--- config.mk ---
export PLATFORM = sky130hd
export DESIGN_NAME = logicnb_pipe_flat
export DESIGN_NICKNAME = d
export VERILOG_FILES = /design/src/rtl/logicnb_pipe_if.sv /design/src/rtl/logicnb_pipe.sv /design/src/flat_wrapper.sv
export SDC_FILE = /design/constraint.sdc
export NUM_CORES = 1
export LEC_CHECK = 0
export ABC_AREA = 1
export CORE_ASPECT_RATIO = 1.75
export CORE_UTILIZATION = 60
export CTS_BUF_LIST = sky130_fd_sc_hd__clkbuf_8
export DETAILED_ROUTE_END_ITERATION = 10
export DONT_BUFFER_PORTS = 1
export PLACE_DENSITY = 0.74
export SYNTH_ARGS = -nofsm -noshare
export SYNTH_HDL_FRONTEND = slang
export SYNTH_SLANG_ARGS = --single-unit
--- constraint.sdc ---
create_clock -name clk -period 3.62 [get_ports clk]
set_input_delay 0.724 -clock clk [delete_from_list [all_inputs] [get_ports clk]]
set_output_delay 0.724 -clock clk [all_outputs]
set_load 0.05 [all_outputs]
--- src/rtl/logicnb_pipe_if.sv ---
// rtl/logicnb_pipe_if.sv - operation/result handshake bundle for logicnb_pipe
// Optional parity signal is present only when LOGICNB_PARITY_EN is defined.
interface logicnb_pipe_if #(
  parameter int WIDTH = 16
);
  logic             in_valid;
  logic             in_ready;
  logic [WIDTH-1:0] a;
  logic [WIDTH-1:0] b;
  logic [1:0]       op;
  logic             out_valid;
  logic             out_ready;
  logic [WIDTH-1:0] y;
  logic             zero;
`ifdef LOGICNB_PARITY_EN
  logic             parity;
`endif

  modport master (
    output in_valid, a, b, op, out_ready,
`ifdef LOGICNB_PARITY_EN
    input  parity,
`endif
    input  in_ready, out_valid, y, zero
  );

  modport slave (
    input  in_valid, a, b, op, out_ready,
`ifdef LOGICNB_PARITY_EN
    output parity,
`endif
    output in_ready, out_valid, y, zero
  );
endinterface

--- src/rtl/logicnb_pipe.sv ---
// rtl/logicnb_pipe.sv - elastic STAGES-deep pipeline computing bitwise XOR/AND/OR/XNOR
// Optional parity output is built only when LOGICNB_PARITY_EN is defined.
module logicnb_pipe #(
  parameter int WIDTH  = 16,
  parameter int STAGES = 2
) (
  input  logic           clk,
  input  logic           rst,
  logicnb_pipe_if.slave  bus
);

  generate
    if (WIDTH < 1 || WIDTH > 64) begin : g_bad_width
      $error("logicnb_pipe: WIDTH must be in 1..64");
    end
    if (STAGES < 1 || STAGES > 4) begin : g_bad_stages
      $error("logicnb_pipe: STAGES must be in 1..4");
    end
  endgenerate

  logic [WIDTH-1:0]  res;
  logic              in_ready;
  logic [STAGES-1:0] vld;
  logic [STAGES-1:0] ld;
  logic [STAGES-1:0] vin;
  logic [WIDTH-1:0]  dat [STAGES];
  logic [WIDTH-1:0]  din [STAGES];
  logic              zero_q;

  // The result is formed at the handshake, so later operand changes cannot leak in.
  always_comb begin
    res = '0;
    case (bus.op)
      2'b00:   res = bus.a ^ bus.b;
      2'b01:   res = bus.a & bus.b;
      2'b10:   res = bus.a | bus.b;
      default: res = ~(bus.a ^ bus.b);
    endcase
  end

  // Stage k may load if the output drains or any stage from k onward has a hole.
  always_comb begin
    for (int k = 0; k < STAGES; k++) begin
      ld[k] = bus.out_ready;
      for (int j = k; j < STAGES; j++) begin
        if (!vld[j]) ld[k] = 1'b1;
      end
    end
  end

  assign in_ready = ld[0] & ~rst;

  always_comb begin
    vin[0] = bus.in_valid & in_ready;
    din[0] = res;
    for (int k = 1; k < STAGES; k++) begin
      vin[k] = vld[k-1];
      din[k] = dat[k-1];
    end
  end

  // Data words only move with a valid token, keeping y steady across bubbles.
  always_ff @(posedge clk) begin
    if (rst) begin
      vld    <= '0;
      zero_q <= 1'b1;
      for (int k = 0; k < STAGES; k++) dat[k] <= '0;
    end else begin
      for (int k = 0; k < STAGES; k++) begin
        if (ld[k]) begin
          vld[k] <= vin[k];
          if (vin[k]) dat[k] <= din[k];
        end
      end
      if (ld[STAGES-1] && vin[STAGES-1]) zero_q <= ~|din[STAGES-1];
    end
  end

`ifdef LOGICNB_PARITY_EN
  logic parity_q;

  always_ff @(posedge clk) begin
    if (rst) begin
      parity_q <= 1'b0;
    end else if (ld[STAGES-1] && vin[STAGES-1]) begin
      parity_q <= ^din[STAGES-1];
    end
  end

  assign bus.parity = parity_q;
`endif

  assign bus.in_ready  = in_ready;
  assign bus.out_valid = vld[STAGES-1];
  assign bus.y         = dat[STAGES-1];
  assign bus.zero      = zero_q;

endmodule

--- src/flat_wrapper.sv ---
// flat-port wrapper written by rule: the top's interface ports become plain ports
module logicnb_pipe_flat 
#(
  parameter int WIDTH  = 16,
  parameter int STAGES = 2
)
  (clk, rst, bus_in_valid, bus_a, bus_b, bus_op, bus_out_ready, bus_in_ready, bus_out_valid, bus_y, bus_zero);
  logicnb_pipe_if #(.WIDTH(WIDTH)) bus_i ();
  input  logic clk;
  input  logic rst;
  input wire logic [$bits(bus_i.in_valid)-1:0] bus_in_valid;
  input wire logic [$bits(bus_i.a)-1:0] bus_a;
  input wire logic [$bits(bus_i.b)-1:0] bus_b;
  input wire logic [$bits(bus_i.op)-1:0] bus_op;
  input wire logic [$bits(bus_i.out_ready)-1:0] bus_out_ready;
  output wire logic [$bits(bus_i.in_ready)-1:0] bus_in_ready;
  output wire logic [$bits(bus_i.out_valid)-1:0] bus_out_valid;
  output wire logic [$bits(bus_i.y)-1:0] bus_y;
  output wire logic [$bits(bus_i.zero)-1:0] bus_zero;
  assign bus_i.in_valid = bus_in_valid;
  assign bus_i.a = bus_a;
  assign bus_i.b = bus_b;
  assign bus_i.op = bus_op;
  assign bus_i.out_ready = bus_out_ready;
  assign bus_in_ready = bus_i.in_ready;
  assign bus_out_valid = bus_i.out_valid;
  assign bus_y = bus_i.y;
  assign bus_zero = bus_i.zero;
  logicnb_pipe #(.WIDTH(WIDTH), .STAGES(STAGES)) u_core (.clk(clk), .rst(rst), .bus(bus_i));
endmodule
After elaboration in Yosys (flattened, before gate mapping)

Memories as Yosys holds them, arrays and structs flattened.
Index checks and enable logic that the tools add are counted.

Multiply operators: 0
Mux-type cells: 16
Div/mod/pow operators: 0
Bitwise operators: 9
Reduce and logical (&&, ||, !) cells: 4
Shift operators: 0
Add/subtract/negate cells: 0
$lt $le $gt $ge: 0
Eq/ne operators: 2

Operators with widths:

| kind               | count |
|---|---|
| $pmux 16 s3        | 1 |
| $mux 16            | 2 |
| $and 16x16->16     | 1 |
| $not 16->16        | 1 |
| $or 16x16->16      | 1 |
| $reduce_or 16->1   | 1 |
| $xor 16x16->16     | 1 |
| $mux 1             | 13 |
| $and 1x1->1        | 2 |
| $eq 2x1->1 const B | 1 |
| $eq 2x2->1 const B | 1 |
| $logic_not 2->1    | 1 |
| $or 1x1->1         | 2 |
| $logic_and 1x1->1  | 1 |
| $logic_not 1->1    | 1 |
| $not 1->1          | 1 |

Logic and storage cells: 35
Output and inout port bits: 19
Memory bits (writable): 32
Register bits after elaboration: 3
ROM bits: 0
Latch bits: 0
Input port bits: 38
Memories kept: 1

Memory list:

| name       | words | width | read ports | clocked after memory_dff | wr ports | RTL line           | RTL |
|---|---|---|---|---|---|---|---|
| u_core.dat | 2     | 16    | 2          | 0                        | 2        | logicnb_pipe.sv:26 | `logic [WIDTH-1:0] dat [STAGES];` |

Logic depth before layout (Yosys ltp)

Depth after elaboration: 9
Depth in mapped cells: 9
Depth with buffers taken out: 8

Least setup slack after synthesis

OpenSTA, ideal clock, no wires.

Kind: input to output
Start point: in bus_out_ready
End point: out bus_in_ready
Setup slack: 1.690 ns
Buffers on the path: 0
Stages: 4
Data arrival time: 1.206 ns
Required time: 2.896 ns
Cell sequence: inv_1 -> nand3_1 -> nand2_1 -> inv_1

Word-level cells in the longest chain between the ends: 3

Ends and longest elaborated chain:

| what                | RTL line           | RTL |
|---|---|---|
| start, declared     | flat_wrapper.sv:15 | `input wire logic [$bits(bus_i.out_ready)-1:0] bus_out_ready;` |
| $mux 1 (2 in a row) | logicnb_pipe.sv:46 | `if (!vld[j]) ld[k] = 1'b1;` |
| $and 1x1->1         | logicnb_pipe.sv:51 | `assign in_ready = ld[0] & ~rst;` |
| end, declared       | flat_wrapper.sv:16 | `output wire logic [$bits(bus_i.in_ready)-1:0] bus_in_ready;` |

Every way passes these cells.

Final worst setup path

Start point: reg u_core.vld[1]
End point: out bus_in_ready

Word-level cells in the longest chain between the ends: 2

Ends and longest elaborated chain:

| what                            | RTL line           | RTL |
|---|---|---|
| start, declared                 | logicnb_pipe.sv:23 | `logic [STAGES-1:0] vld;` |
| start signal, assigned by index | logicnb_pipe.sv:71 | `vld[k] <= vin[k];` |
| $mux 1                          | logicnb_pipe.sv:46 |  |
| $and 1x1->1                     | logicnb_pipe.sv:51 |  |

Every way passes these cells.

==> run_summary.xml <==
<?xml version="1.0" encoding="UTF-8"?>
<metrics>
  <group name="global_routing">
    <metric name="antenna_found_initial" unit="">0</metric>
    <metric name="grt_overflow" unit="">0</metric>
    <metric name="gr-usage-all-layers" unit="%">17.88</metric>
    <metric name="global_route_wire_length_before_repair" unit="µm">6182</metric>
    <metric name="via_count_of_the_first_global_routing_pass" unit="">1582</metric>
    <metric name="grt_max_degree" unit="">24</metric>
  </group>
  <group name="sta">
    <metric name="hold_viol_final" unit="">0</metric>
    <metric name="hold_ws" unit="ns">0.5077</metric>
    <metric name="post-route-min-period" unit="ns">2.173</metric>
    <metric name="clock-skew-final" unit="ns">0.002619</metric>
    <metric name="final_setup_violation_count" unit="">0</metric>
    <metric name="max_freq" unit="MHz">460.3</metric>
    <metric name="totalNegativeSetupSlack" unit="ns">0</metric>
    <metric name="worstMarginPinSlew" unit="ns">0.6533</metric>
    <metric name="rsz0062_at_grt" unit="">no</metric>
    <metric name="timing.max_slew.rel_slack" unit="%">56.40</metric>
    <metric name="timing.final.max_slew_violations" unit="">0</metric>
    <metric name="finalCritPeriodShare" unit="%">60.02</metric>
  </group>
  <group name="min_path">
    <metric name="holdPathEnd" unit="">u_core.vld[0]</metric>
    <metric name="min_path_type" unit="">input port to flop</metric>
    <metric name="min-delay-start" unit="">rst</metric>
    <metric name="min_path_cells" unit="">1</metric>
  </group>
  <group name="worst_setup_path">
    <metric name="worstReg2RegStart" unit="">u_core.vld[1]</metric>
    <metric name="critical_path_launch_point_type" unit="">flop</metric>
    <metric name="cp_slowest_cell" unit="">sky130_fd_sc_hd__dfxtp_1</metric>
    <metric name="r2r.worst_path.cells" unit="">5</metric>
    <metric name="worst-endpoint-arrival" unit="ns">1.45</metric>
    <metric name="cpLargestDelayFamily" unit="">flip-flops</metric>
    <metric name="worst_path_max_stage_delay" unit="ns">0.65</metric>
    <metric name="critical_path.cell_chain" unit="">nand3_1 -&gt; nand2_1 -&gt; inv_1</metric>
    <metric name="critPathCaptureType" unit="">output port</metric>
    <metric name="timing_worst_setup_path_type" unit="">flop to output port</metric>
    <metric name="rrSetupSlack" unit="ns">1.76</metric>
    <metric name="rr_endpoint" unit="">u_core.dat[0][11]</metric>
    <metric name="timing.critical_path.buf_inv" unit="">1</metric>
    <metric name="path_max_fanout" unit="">3</metric>
    <metric name="cp_data_required_time" unit="ns">2.90</metric>
  </group>
  <group name="placement">
    <metric name="placement.io_buffers" unit="">0</metric>
    <metric name="dp_cells" unit="">357</metric>
    <metric name="detailedPlacementHpwl" unit="µm">2843</metric>
    <metric name="place_congestion" unit="">0.7675</metric>
  </group>
  <group name="clock_tree">
    <metric name="clock_tree.root_cell" unit="">sky130_fd_sc_hd__clkbuf_8</metric>
    <metric name="cts_repair_resize_count" unit="">0</metric>
    <metric name="postCtsSetupRepairBufs" unit="">0</metric>
    <metric name="clockBufferDepth" unit="">2</metric>
    <metric name="numCtsBuffers" unit="">5</metric>
    <metric name="hold_fix_buffers_at_cts" unit="">0</metric>
    <metric name="h-tree-depth" unit="">2</metric>
    <metric name="insertion_delay" unit="ns">0.28</metric>
    <metric name="worst_setup_hold_path_clk_slew" unit="ns">0.06</metric>
    <metric name="tritoncts_num_sinks" unit="">35</metric>
    <metric name="tritoncts" unit="">done</metric>
  </group>
  <group name="route">
    <metric name="drt.antenna.violating_nets" unit="">0</metric>
    <metric name="wl_met3" unit="µm">176</metric>
    <metric name="drtIter0Drc" unit="">28</metric>
    <metric name="drcViolationCount" unit="">0</metric>
    <metric name="viasPerCell" unit="">4.767</metric>
    <metric name="detailedRoute.firstPassIterationCount" unit="">4</metric>
    <metric name="maxUsedRoutingLayer" unit="">met4</metric>
    <metric name="met1_length" unit="µm">1315</metric>
    <metric name="wl_met2" unit="µm">1921</metric>
    <metric name="drt-total-wl" unit="µm">3559</metric>
    <metric name="wl_per_cell" unit="µm">9.751</metric>
    <metric name="num_vias" unit="">1740</metric>
  </group>
  <group name="logic_synthesis">
    <metric name="synth.yosys.seq_area_share" unit="%">39.92</metric>
    <metric name="synthesis.area" unit="µm²">2557</metric>
    <metric name="synth-seq-cells" unit="">35</metric>
    <metric name="synth_warnings" unit="">0</metric>
    <metric name="syn-mean-instance-area" unit="µm²">7.773</metric>
    <metric name="syn-num-nets" unit="">399</metric>
    <metric name="synth_cell_types" unit="">16</metric>
    <metric name="gate_count_of_the_mapped_netlist" unit="">329</metric>
  </group>
  <group name="power">
    <metric name="leakagePower" unit="nW">1.372</metric>
    <metric name="p_sw" unit="mW">0.2653</metric>
    <metric name="power_report.internal_total" unit="mW">0.6943</metric>
    <metric name="p_total" unit="mW">0.9596</metric>
    <metric name="comb_power_share" unit="%">13.7</metric>
    <metric name="power.sequential.fraction" unit="%">55.9</metric>
    <metric name="clock_network_fraction_of_total_power" unit="%">30.4</metric>
    <metric name="power_per_cell_area" unit="nW/µm²">376.3</metric>
    <metric name="peakVddDrop" unit="mV">0.2427</metric>
    <metric name="netSwitchingFraction" unit="%">27.65</metric>
  </group>
  <group name="layout">
    <metric name="multiInputGateArea" unit="µm²">1030</metric>
    <metric name="layout_commonest_cell" unit="">sky130_fd_sc_hd__inv_1</metric>
    <metric name="antenna-diode-count" unit="">0</metric>
    <metric name="num-fill-cells" unit="">382</metric>
    <metric name="layout_common_cells" unit="">sky130_fd_sc_hd__inv_1, sky130_fd_sc_hd__nand2_1, sky130_fd_sc_hd__nor2_1</metric>
    <metric name="drive_above_1_share" unit="%">5.063</metric>
    <metric name="non_filler_cells_final" unit="">365</metric>
    <metric name="finish.utilization" unit="%">62.02</metric>
    <metric name="area_delta_synth_final" unit="%">-0.2934</metric>
    <metric name="number_of_nets_in_the_final_layout" unit="">385</metric>
    <metric name="regArea" unit="µm²">1021</metric>
  </group>
  <group name="floorplan">
    <metric name="die_width" unit="µm">51.35</metric>
    <metric name="die_y" unit="µm">88.37</metric>
    <metric name="num_rows" unit="">31</metric>
    <metric name="floorplan.initialDensity" unit="%">62.20</metric>
    <metric name="dieArea" unit="µm²">4538</metric>
    <metric name="i_o_pin_count" unit="">57</metric>
    <metric name="fp.coreArea" unit="µm²">4111</metric>
  </group>
  <group name="run">
    <metric name="maxCapViolations" unit="">0</metric>
  </group>
  <group name="run_status">
    <metric name="status" unit="">complete, no violations</metric>
  </group>
</metrics>
==> layer usage <==
metal  vias up  global-route usage (%)
met5         -                       0
met4         0                   10.81
li1        929                       -
met2        60                   32.78
met1       735                   17.70
met3        16                   4.296
==> area by class of cell <==
type	count	share of cell area, %
sequential	35	40.04
multi-input combinational	183	40.38
clock buffer	7	3.778
inverter	90	13.25
clock inverter	1	0.1472
tap	49	2.404
==> cells in the mapped netlist (all sizes together) <==
master	instances	area, µm²
inv	89	334.1
nand2	78	297.8
nor2	52	215.2
edfxtp	32	960.9
ha	32	400.4
buf	21	168.9
nand3	9	45.04
nand4	9	56.30
a21oi	3	15.01
dfxtp	3	60.06
clkinv	1	3.750
==> power groups by stage <==
| stage | Clock (mW) | Combinational, mW | Sequential, mW |
|---|---|---|---|
| 2_1_floorplan | 0 | 0.177 | 0.496 |
| 5_1_grt | 0.315 | 0.160 | 0.541 |
| 3_5_place_dp | 0 | 0.133 | 0.545 |
| 6_report | 0.291 | 0.132 | 0.536 |
| 4_1_cts | 0.298 | 0.134 | 0.537 |
| 3_3_place_gp | 0 | 0.128 | 0.544 |
==> metrics by stage <==
stage                     worst slack (ns)  cell area (µm²)
final                                1.447             2550
after global routing                 1.346             2550
after CTS                            1.455             2550
after detailed placement             1.658             2450
after global placement               1.665             2450
after floorplan                      1.690             2557
==> flip-flops by register name, summed over array words and instances, names as in the netlist <==
name / cells
u_core.bus.zero: 1
u_core.dat: 32
u_core.vld: 2
==> worst max-delay path by stage <==
stage / slack, ns / cells past startpoint / end / from
finish: 1.45 / 3 / bus_in_ready / u_core.vld[1]
global route: 1.35 / 3 / bus_in_ready / u_core.vld[1]
CTS: 1.45 / 3 / bus_in_ready / u_core.vld[1]
detailed placement: 1.66 / 4 / bus_in_ready / bus_out_ready
global placement: 1.66 / 4 / bus_in_ready / bus_out_ready
floorplan: 1.69 / 4 / bus_in_ready / bus_out_ready
==> worst reg2reg max path, delay by kind of cell, from the launching register on <==
| kind | cells | cell delay (ns) |
|---|---|---|
| buf+inv | 1 | 0.32 |
| simple gates | 4 | 0.64 |
| flops | 1 | 0.65 |
==> cells by family (layout without fill, tap and decap cells) <==
logic type,after synthesis,in the layout,synth area share [%]
DFF,35,35,39.92
buffers and inverters,111,98,19.81
and+or+nand+nor,148,148,24.02
AOI/OAI and AO/OA,3,3,0.5869
adders and majority gates,32,32,15.66
No activity file was read; power rests on OpenSTA's default activity.
